$ cat src/rtl/bcd_serial_add_ctrl_if.sv
// Request/result bundle between a requesting unit and the serial BCD adder.
// The master drives the request and the operands. The slave returns the sum
// together with its status flags.
interface bcd_serial_add_ctrl_if #(
  parameter int DIGITS = 4
);
  logic                  start;
  logic [4*DIGITS-1:0]   in1;
  logic [4*DIGITS-1:0]   in2;
  logic [4*DIGITS-1:0]   S;
  logic                  cOut;
  logic                  busy;
  logic                  done;
  logic                  err;

  modport master (
    output start, in1, in2,
    input  S, cOut, busy, done, err
  );

  modport slave (
    input  start, in1, in2,
    output S, cOut, busy, done, err
  );
endinterface

$ cat src/rtl/bcd_serial_add_ctrl.sv
// Serial packed-BCD adder controller. A single one-digit BCD add stage is
// reused once per clock, starting with the least significant digit. The
// decimal carry is held in a register between cycles. Operands are latched
// when the request is accepted, so the requester may change them afterwards.
module bcd_serial_add_ctrl #(
  parameter int DIGITS = 4
) (
  input  logic               clk,
  input  logic               rst,
  bcd_serial_add_ctrl_if.slave bus
);
  localparam int W  = 4 * DIGITS;
  localparam int CW = $clog2(DIGITS);

  typedef enum logic [1:0] {IDLE, ADD, DONE} state_t;

  state_t          state_reg, state_next;
  logic [W-1:0]    a_reg, a_next;
  logic [W-1:0]    b_reg, b_next;
  logic [W-1:0]    s_reg, s_next;
  logic [CW-1:0]   cnt_reg, cnt_next;
  logic            carry_reg, carry_next;
  logic            cout_reg, cout_next;
  logic            err_reg, err_next;
  logic            busy_reg, busy_next;
  logic            done_reg, done_next;

  logic [DIGITS-1:0] dig_sel;
  logic [3:0]        a_dig, b_dig, sum_dig;
  logic [4:0]        z;
  logic              carry_new, dig_bad, last_dig;

  // One-hot decode of the digit counter, which selects the current digit.
  for (genvar gi = 0; gi < DIGITS; gi++) begin : g_sel
    assign dig_sel[gi] = (cnt_reg == CW'(gi));
  end

  assign last_dig = (cnt_reg == CW'(DIGITS - 1));

  // Select the current operand digits using an AND-OR mux over the counter decode.
  always_comb begin
    a_dig = '0;
    b_dig = '0;
    for (int k = 0; k < DIGITS; k++) begin
      if (dig_sel[k]) begin
        a_dig = a_reg[k*4 +: 4];
        b_dig = b_reg[k*4 +: 4];
      end
    end
  end

  // Add one BCD digit. Adding 6 skips the six unused codes. Invalid digits still follow the same rule.
  always_comb begin
    z         = {1'b0, a_dig} + {1'b0, b_dig} + {4'b0000, carry_reg};
    carry_new = (z > 5'd9);
    sum_dig   = carry_new ? (z[3:0] + 4'd6) : z[3:0];
    dig_bad   = (a_dig > 4'd9) || (b_dig > 4'd9);
  end

  // Compute the next state and the datapath updates. Every next value first defaults to holding.
  always_comb begin
    state_next = state_reg;
    a_next     = a_reg;
    b_next     = b_reg;
    s_next     = s_reg;
    cnt_next   = cnt_reg;
    carry_next = carry_reg;
    cout_next  = cout_reg;
    err_next   = err_reg;
    case (state_reg)
      IDLE: begin
        if (bus.start) begin
          a_next     = bus.in1;
          b_next     = bus.in2;
          s_next     = '0;
          cnt_next   = '0;
          carry_next = 1'b0;
          cout_next  = 1'b0;
          err_next   = 1'b0;
          state_next = ADD;
        end
      end
      ADD: begin
        for (int k = 0; k < DIGITS; k++) begin
          if (dig_sel[k]) s_next[k*4 +: 4] = sum_dig;
        end
        carry_next = carry_new;
        if (dig_bad) err_next = 1'b1;
        if (last_dig) begin
          cout_next  = carry_new;
          state_next = DONE;
        end else begin
          cnt_next = cnt_reg + CW'(1);
        end
      end
      DONE: state_next = IDLE;
      default: state_next = IDLE;
    endcase
    busy_next = (state_next == ADD);
    done_next = (state_next == DONE);
  end

  // Register the state and all outputs. Reset aborts any operation in progress.
  always_ff @(posedge clk) begin
    if (rst) begin
      state_reg <= IDLE;
      a_reg     <= '0;
      b_reg     <= '0;
      s_reg     <= '0;
      cnt_reg   <= '0;
      carry_reg <= 1'b0;
      cout_reg  <= 1'b0;
      err_reg   <= 1'b0;
      busy_reg  <= 1'b0;
      done_reg  <= 1'b0;
    end else begin
      state_reg <= state_next;
      a_reg     <= a_next;
      b_reg     <= b_next;
      s_reg     <= s_next;
      cnt_reg   <= cnt_next;
      carry_reg <= carry_next;
      cout_reg  <= cout_next;
      err_reg   <= err_next;
      busy_reg  <= busy_next;
      done_reg  <= done_next;
    end
  end

  assign bus.S    = s_reg;
  assign bus.cOut = cout_reg;
  assign bus.err  = err_reg;
  assign bus.busy = busy_reg;
  assign bus.done = done_reg;
endmodule

$ cat src/flat_wrapper.sv
// flat-port wrapper written by rule: the top's interface ports become plain ports
module bcd_serial_add_ctrl_flat 
#(
  parameter int DIGITS = 4
)
  (clk, rst, bus_start, bus_in1, bus_in2, bus_S, bus_cOut, bus_busy, bus_done, bus_err);
  bcd_serial_add_ctrl_if #(.DIGITS(DIGITS)) bus_i ();
  input  logic clk;
  input  logic rst;
  input wire logic [$bits(bus_i.start)-1:0] bus_start;
  input wire logic [$bits(bus_i.in1)-1:0] bus_in1;
  input wire logic [$bits(bus_i.in2)-1:0] bus_in2;
  output wire logic [$bits(bus_i.S)-1:0] bus_S;
  output wire logic [$bits(bus_i.cOut)-1:0] bus_cOut;
  output wire logic [$bits(bus_i.busy)-1:0] bus_busy;
  output wire logic [$bits(bus_i.done)-1:0] bus_done;
  output wire logic [$bits(bus_i.err)-1:0] bus_err;
  assign bus_i.start = bus_start;
  assign bus_i.in1 = bus_in1;
  assign bus_i.in2 = bus_in2;
  assign bus_S = bus_i.S;
  assign bus_cOut = bus_i.cOut;
  assign bus_busy = bus_i.busy;
  assign bus_done = bus_i.done;
  assign bus_err = bus_i.err;
  bcd_serial_add_ctrl #(.DIGITS(DIGITS)) u_core (.clk(clk), .rst(rst), .bus(bus_i));
endmodule
$ cat config.mk
export PLATFORM = sky130hd
export DESIGN_NAME = bcd_serial_add_ctrl_flat
export DESIGN_NICKNAME = d
export VERILOG_FILES = /design/src/rtl/bcd_serial_add_ctrl_if.sv /design/src/rtl/bcd_serial_add_ctrl.sv /design/src/flat_wrapper.sv
export SDC_FILE = /design/constraint.sdc
export NUM_CORES = 1
export LEC_CHECK = 0
export CAP_MARGIN = 20
export CORE_UTILIZATION = 55
export CTS_CLUSTER_SIZE = 28
export DETAILED_ROUTE_END_ITERATION = 10
export PLACE_DENSITY = 0.89
export REMOVE_ABC_BUFFERS = 1
export SYNTH_ARGS = -nofsm -noshare
export SYNTH_HDL_FRONTEND = slang
export SYNTH_SLANG_ARGS = --single-unit
$ cat constraint.sdc
create_clock -name clk -period 12 [get_ports clk]
set_clock_uncertainty 0.05 [all_clocks]
set_input_delay 1.2 -clock clk [delete_from_list [all_inputs] [get_ports clk]]
set_output_delay 1.2 -clock clk [all_outputs]
set_load 0.005 [all_outputs]
==> summary.md, run 1 <==
| Metric | Value |
|---|---|
| H-tree Lvls | 3 |
| CTS clk-pin slew, worst paths | 0.07 ns |
| Routability cong. | 0.909 |
| CP max FO | 20 |
| NetSw | 0.000128 W |
| Vias in the first global route | 2314 |
| P_leak | 1.29 nW |
| Max Cap Viol | 0 |
| Num CTS Buffers | 9 |
| Register area share after synthesis | 43.1% |
| CP Capture Type | flip-flop |
| Die Height | 71.4 um |
| Root buf cell | clkbuf_8 |
| Worst Hold Path EP | u_core.b_reg[9] |
| R2R depth | 15 |
| Diode count | 0 |
| Sequential share of power | 44.0% |
| Post-synth ARST share | 0% |
| Post-CTS Resized | 0 |
| Clock Path Buffers | 2 |
| Top FF cell, synth | dfxtp_1 |
| Slowest Stage Delay on Critical Path | 0.49 ns |
| Critical path required time | 12.22 ns |
| Slew @ Worst Pin | 0.685 ns |
| TritonCTS clock tree | yes |
| Fin nets | 424 |
| Netlist cell types | 39 |
| Initial Utilization | 59.1% |
| TritonCTS Sinks | 57 |
| Share of layout cells above drive strength 1 | 7.03% |
| Post-CTS Setup Bufs | 0 |
| Core area | 4470 um2 |
| Power Total | 0.000464 W |
| Peak Freq | 234 MHz |
| Reg-to-Reg Start | u_core.cnt_reg[1] |
| Die area | 5090 um2 |
| RSZ-0062 raised after global routing | false |
| Reg2reg setup slack | 7.73 ns |
| Initial drt markers | 192 |
| Global-route usage over all layers | 26.1% |
| Post-route clock period utilization | 35.6% |
| Syn Inst Count | 334 |
| Post-Syn Area per Cell | 7.92 um2 |
| Top cell by count, worst path | a21oi_1 |
| Post-route antenna net violation count | 0 |
| Largest net degree at the start of global routing | 54 |
| Post-synth EDFFs | 0 |
| Critical path's slowest cell | fa_1 |
| Startpoint Class | flip-flop |
| Worst-path cell chain | inv_1 -> ha_1 -> nand3b_1 -> a21oi_1 -> a21oi_1 -> nor2_1 -> a21oi_1 -> fa_1 -> fa_1 -> xor2_1 -> ha_1 -> a22oi_1 -> a311oi_4 -> mux2_2 -> o21ai_1 |
| Initial antenna violation count | 0 |
| Min-delay worst type | reg -> reg |
| Clock Power Share | 38.5% |
| Worst hold path stage count | 2 |
| Ports | 55 |
| # rows | 24 |
| Area Overhead vs Synth | 27.8% |
| Most frequent cells in the layout | 76 x nand2_1, 57 x dfxtp_1, 55 x a21oi_1, 54 x clkdlybuf4s50_1, 22 x nor2_1 |
| Failing checks | design-rule violations |
| PwrDens | 137 nW/um2 |
| Final setup fails | 0 |
| Flops & latches, synth | 57 |
| Fillers | 323 |
| Via/cell ratio | 5.57 |
| Detailed-route via count | 2429 |
| Net Sw Frac | 27.5% |
| WL/cell | 13.8 um |
| Status | finished with violations |
| Rel. slew slack | 54.4% |
| Max VDD drop | 0.0000972 V |
| Synth Warn # | 0 |
| FF-to-FF End | u_core.bus.S[2] |
| First-pass GRT wire length | 10200 um |
| Hold Path Origin | u_core.b_reg[9] |
| Final Hold Fails | 0 |
| DP HPWL | 3980 um |
| Final wirelength | 6030 um |
| PortBufs | 54 |
| Die width | 71.4 um |
| Synthesized area | 2650 um2 |
| Clock latency on the worst-skew pair | 0.34 ns |
| Most common cell after layout, fill and taps aside | nand2_1 |
| WS Path Type | reg -> reg |
| Tmin final | 4.27 ns |
| Hold buffer count at CTS | 0 |
| Internal Power | 0.000336 W |
| Detailed-route DRC error count | 1 |
| Global route overflow | 0 |
| Pre-antenna DRT Iters | 7 |
| Fin Hold WS | 0.406 ns |
| Combinational Power Share | 17.4% |
| Final Max Tran Viols | 0 |
| Arrival @ worst endpoint | 4.49 ns |
| Sum Neg Setup Slack | 0 ns |
==> worst max-delay path, delay by kind of cell, from the launching register on <==
kind | cells | cell delay, ns
compound gates | 6 | 1.02
mux | 1 | 0.43
fa+ha+maj | 4 | 1.61
flops | 1 | 0.39
simple gates | 2 | 0.38
xor+xnor | 1 | 0.25
buf+inv | 1 | 0.08
==> layout make-up <==
type	count	area [um2]	share of cell area, %
Timing Repair Buffer	56	556	16.4
Tap cell	52	65.1	1.92
Sequential cell	57	1140	33.7
Inverter	15	56.3	1.66
Clock inverter	6	57.6	1.70
Clock buffer	10	138	4.07
Multi-Input combinational cell	240	1370	40.5
==> worst max-delay path by stage <==
stage	start	endpoint	cells after the start	slack, ns
2_1_floorplan	u_core.cnt_reg[1]	u_core.bus.S[2]	15	8.23
3_3_place_gp	u_core.cnt_reg[1]	u_core.bus.S[2]	15	7.98
3_5_place_dp	u_core.cnt_reg[1]	u_core.bus.S[2]	15	7.78
4_1_cts	u_core.cnt_reg[1]	u_core.bus.S[2]	15	7.74
5_1_grt	u_core.cnt_reg[1]	u_core.bus.S[2]	15	7.45
6_report	u_core.cnt_reg[1]	u_core.bus.S[2]	15	7.73
==> logic make-up (layout without fill, tap and decap cells) <==
group                      count (synthesis)  count (layout)  synth area share, %
xor gates and xnor gates                   2               2                0.946
and+or+nand+nor                          128             128                 21.7
adders and majority gates                 10              10                 5.30
muxes                                      4               4                 1.65
buffers and inverters                     37              87                 5.25
AOI/OAI and AO/OA                         96              96                 22.0
DFF                                       57              57                 43.1
==> stage by stage <==
step	worst slack [ns]	instance area, um2	utilization (%)	std cells
floorplan	8.23	2560	-	312
global placement	7.98	3190	71.2	420
detailed placement	7.78	3190	71.2	420
CTS	7.74	3380	75.6	436
global route	7.45	3380	75.6	436
finish	7.73	3380	75.6	436
==> power by group through the flow <==
stage,sequential (W),clock [W],combinational (W)
floorplan,0.000207,0,0.0000501
global placement,0.000208,0,0.0000775
detailed placement,0.000208,0,0.0000805
CTS,0.000204,0.000179,0.0000814
global route,0.000205,0.000190,0.0000909
finish,0.000204,0.000179,0.0000809
==> cells in the mapped netlist (2+ instances only) <==
master     count  area share [%]
a32o_1         3             1.1
mux2_2         3             1.3
a2bb2oi_1      3            0.99
clkbuf_1      19             2.7
o21ai_0       12             2.3
a22oi_1        4             1.1
and3b_1        3            0.99
nor2_1        23             3.3
nand2_1       76              11
ha_1           8             3.8
a21boi_0       3            0.85
dfxtp_1       57              43
nand3b_1      10             2.8
a22o_1         2            0.66
nor2b_1        4            0.95
nand2b_1       7             1.7
fa_1           2             1.5
inv_1         15             2.1
o21ai_1        4            0.76
a21oi_1       55              10
buf_1          3            0.43
==> layer usage <==
layer,track usage (%),wire [um],up-vias
met5,0,0,-
met4,9.33,95,0
met3,6.75,257,13
met2,45.3,3010,52
met1,31.2,2670,1143
li1,-,-,1221
Note: power is estimated with default switching activity, not from simulation.
==> run 2, diff against run 1 <==
--- a/config.mk
+++ b/config.mk
@@ -6,10 +6,10 @@
 export NUM_CORES = 1
 export LEC_CHECK = 0
 export CAP_MARGIN = 20
-export CORE_UTILIZATION = 55
+export CORE_UTILIZATION = 46
 export CTS_CLUSTER_SIZE = 28
 export DETAILED_ROUTE_END_ITERATION = 10
-export PLACE_DENSITY = 0.89
+export PLACE_DENSITY = 0.8
 export REMOVE_ABC_BUFFERS = 1
 export SYNTH_ARGS = -nofsm -noshare
 export SYNTH_HDL_FRONTEND = slang
==> constraint.sdc (replaced) <==
create_clock -name clk -period 3.71 [get_ports clk]
set_clock_uncertainty 0.05 [all_clocks]
set_input_delay 0.371 -clock clk [delete_from_list [all_inputs] [get_ports clk]]
set_output_delay 0.371 -clock clk [all_outputs]
set_load 0.005 [all_outputs]
==> run 2 against run 1 <==
The flow now finishes without violations. First-iteration DRC count fell by 42%. Register-to-register slack got worse by 7.5 ns. Hold slack got worse by 0.0042 ns. Final cell count rose by 7.6%. Via count barely moved. Global-route usage fell by 5.6 points.
==> summary.md, run 2 (synthesis results as in run 1) <==
| Metric | Value |
|---|---|
| Status | finished, final reports clean |
| CP Capture Type | flip-flop |
| Peak Freq | 284 MHz |
| Rel. slew slack | 47.5% |
| TritonCTS clock tree | yes |
| Post-route antenna net violation count | 0 |
| Post-route clock period utilization | 94.8% |
| Vias in the first global route | 2170 |
| Clock latency on the worst-skew pair | 0.34 ns |
| Global-route usage over all layers | 20.5% |
| Root buf cell | clkbuf_8 |
| Clock Path Buffers | 2 |
| Combinational Power Share | 20.3% |
| Sequential share of power | 44.8% |
| First-pass GRT wire length | 9640 um |
| CP max FO | 5 |
| Power Total | 0.00147 W |
| Most frequent cells in the layout | 76 x nand2_1, 57 x dfxtp_1, 55 x a21oi_1, 54 x clkdlybuf4s50_1, 22 x nor2_1 |
| Worst-path cell chain | inv_1 -> ha_1 -> buf_4 -> and3b_1 -> a21oi_1 -> o21ai_0 -> mux2_2 -> ha_1 -> and3b_1 -> o21ai_0 -> a311oi_4 -> buf_6 -> xor2_4 -> a32o_1 |
| H-tree Lvls | 3 |
| Setup WS pre-CTS | 0.0134 ns |
| Net Sw Frac | 27.5% |
| Final Max Tran Viols | 0 |
| Detailed-route DRC error count | 0 |
| WS Path Type | reg -> reg |
| Slowest Stage Delay on Critical Path | 0.49 ns |
| # rows | 27 |
| Max VDD drop | 0.000302 V |
| Tmin final | 3.52 ns |
| Slew @ Worst Pin | 0.787 ns |
| Critical path required time | 3.89 ns |
| DP HPWL | 4140 um |
| Hold buffer count at CTS | 0 |
| Initial drt markers | 112 |
| Detailed-route via count | 2427 |
| Fin Hold WS | 0.402 ns |
| Initial Utilization | 47.8% |
| WL/cell | 12.5 um |
| Die area | 6060 um2 |
| Clock Power Share | 34.9% |
| Diode count | 0 |
| Worst setup margin | 0.194 ns |
| Max Cap Viol | 0 |
| Final Hold Fails | 0 |
| Critical path's slowest cell | o21ai_0 |
| Startpoint Class | flip-flop |
| RSZ-0062 raised after global routing | false |
| Initial antenna violation count | 0 |
| Global route overflow | 0 |
| PortBufs | 54 |
| Num CTS Buffers | 9 |
| Fin area | 3520 um2 |
| PwrDens | 418 nW/um2 |
| Core area | 5540 um2 |
| Final wirelength | 5850 um |
| Buffers & Inverters on Critical Path | 3 |
| Pre-antenna DRT Iters | 4 |
| Internal Power | 0.00107 W |
| Share of layout cells above drive strength 1 | 11.1% |
| Arrival @ worst endpoint | 3.69 ns |
| Largest net degree at the start of global routing | 54 |
| Most common cell after layout, fill and taps aside | nand2_1 |
| Routability cong. | 0.852 |
| NetSw | 0.000405 W |
| Final setup fails | 0 |
| P_leak | 1.35 nW |
| CP delay by family, top | compound AO/OA/AOI/OAI gates |
| Die width | 77.8 um |
| Fillers | 487 |
| Sum Neg Setup Slack | 0 ns |
| Min-delay worst type | reg -> reg |
| Area after DPL | 3300 um2 |
| Fin nets | 437 |
| Via/cell ratio | 5.17 |
| CTS clk-pin slew, worst paths | 0.06 ns |
| Ports | 55 |
| Area Overhead vs Synth | 33.1% |
| TritonCTS Sinks | 57 |
| Die Height | 77.8 um |
run 2: cell types whose count changed in the layout (fill, tap and decap cells not counted), sizes merged:
cell,delta
bufinv,-1
buf,+13
clkinv,-1
clkbuf,+3
clkinvlp,-1
run 2: tightest hold or removal path, delay by kind of cell (launching register included):
| kind | cells | cell delay, ns |
|---|---|---|
| AOI/OAI and AO/OA | 1 | 0.05 |
| DFF | 1 | 0.31 |
| and+or+nand+nor | 1 | 0.05 |
run 2: worst paths after layout:
path                           from                to  slack, ns  depth (start not counted)
setup / recovery  u_core.cnt_reg[0]   u_core.bus.S[5]       0.19                         14
hold / removal     u_core.a_reg[11]  u_core.a_reg[11]       0.40                          2
setup reg to reg  u_core.cnt_reg[0]   u_core.bus.S[5]       0.19                         14
hold reg to reg    u_core.a_reg[11]  u_core.a_reg[11]       0.40                          2
run 2: routing by layer:
layer  track usage [%]  part of all wire [%]
met1              25.1                    47
met2              33.0                    47
met3              4.71                   4.3
met4              11.5                   2.4
met5                 0                     0
run 2: through the flow:
step,util [%],instances
CTS,62.7,468
finish,63.6,469
detailed placement,59.6,452
floorplan,-,312
global route,63.6,469
global placement,59.6,452
run 2: cell type report:
type,count,area [um2],area share [%]
clock inverters,3,15.0,0.426
well taps,72,90.1,2.56
clock buffers,13,159,4.51
inverters,15,56.3,1.60
repair buffers,69,657,18.6
multi-input cells,240,1410,39.9
flip-flops and latches,57,1140,32.4
run 2: what timing repair did:
action | in CTS | in global routing
setup endpoints to repair | 4 | 14
buffers inserted | 0 | 1
gates resized for setup | 0 | 9
pin swaps | 1 | 2
run 2: power groups by stage:
stage | combinational, W | sequential (W) | clock (W)
4_1_cts | 0.000275 | 0.000660 | 0.000518
3_5_place_dp | 0.000275 | 0.000673 | 0
6_report | 0.000299 | 0.000660 | 0.000514
5_1_grt | 0.000329 | 0.000663 | 0.000548
2_1_floorplan | 0.000162 | 0.000669 | 0
3_3_place_gp | 0.000269 | 0.000672 | 0
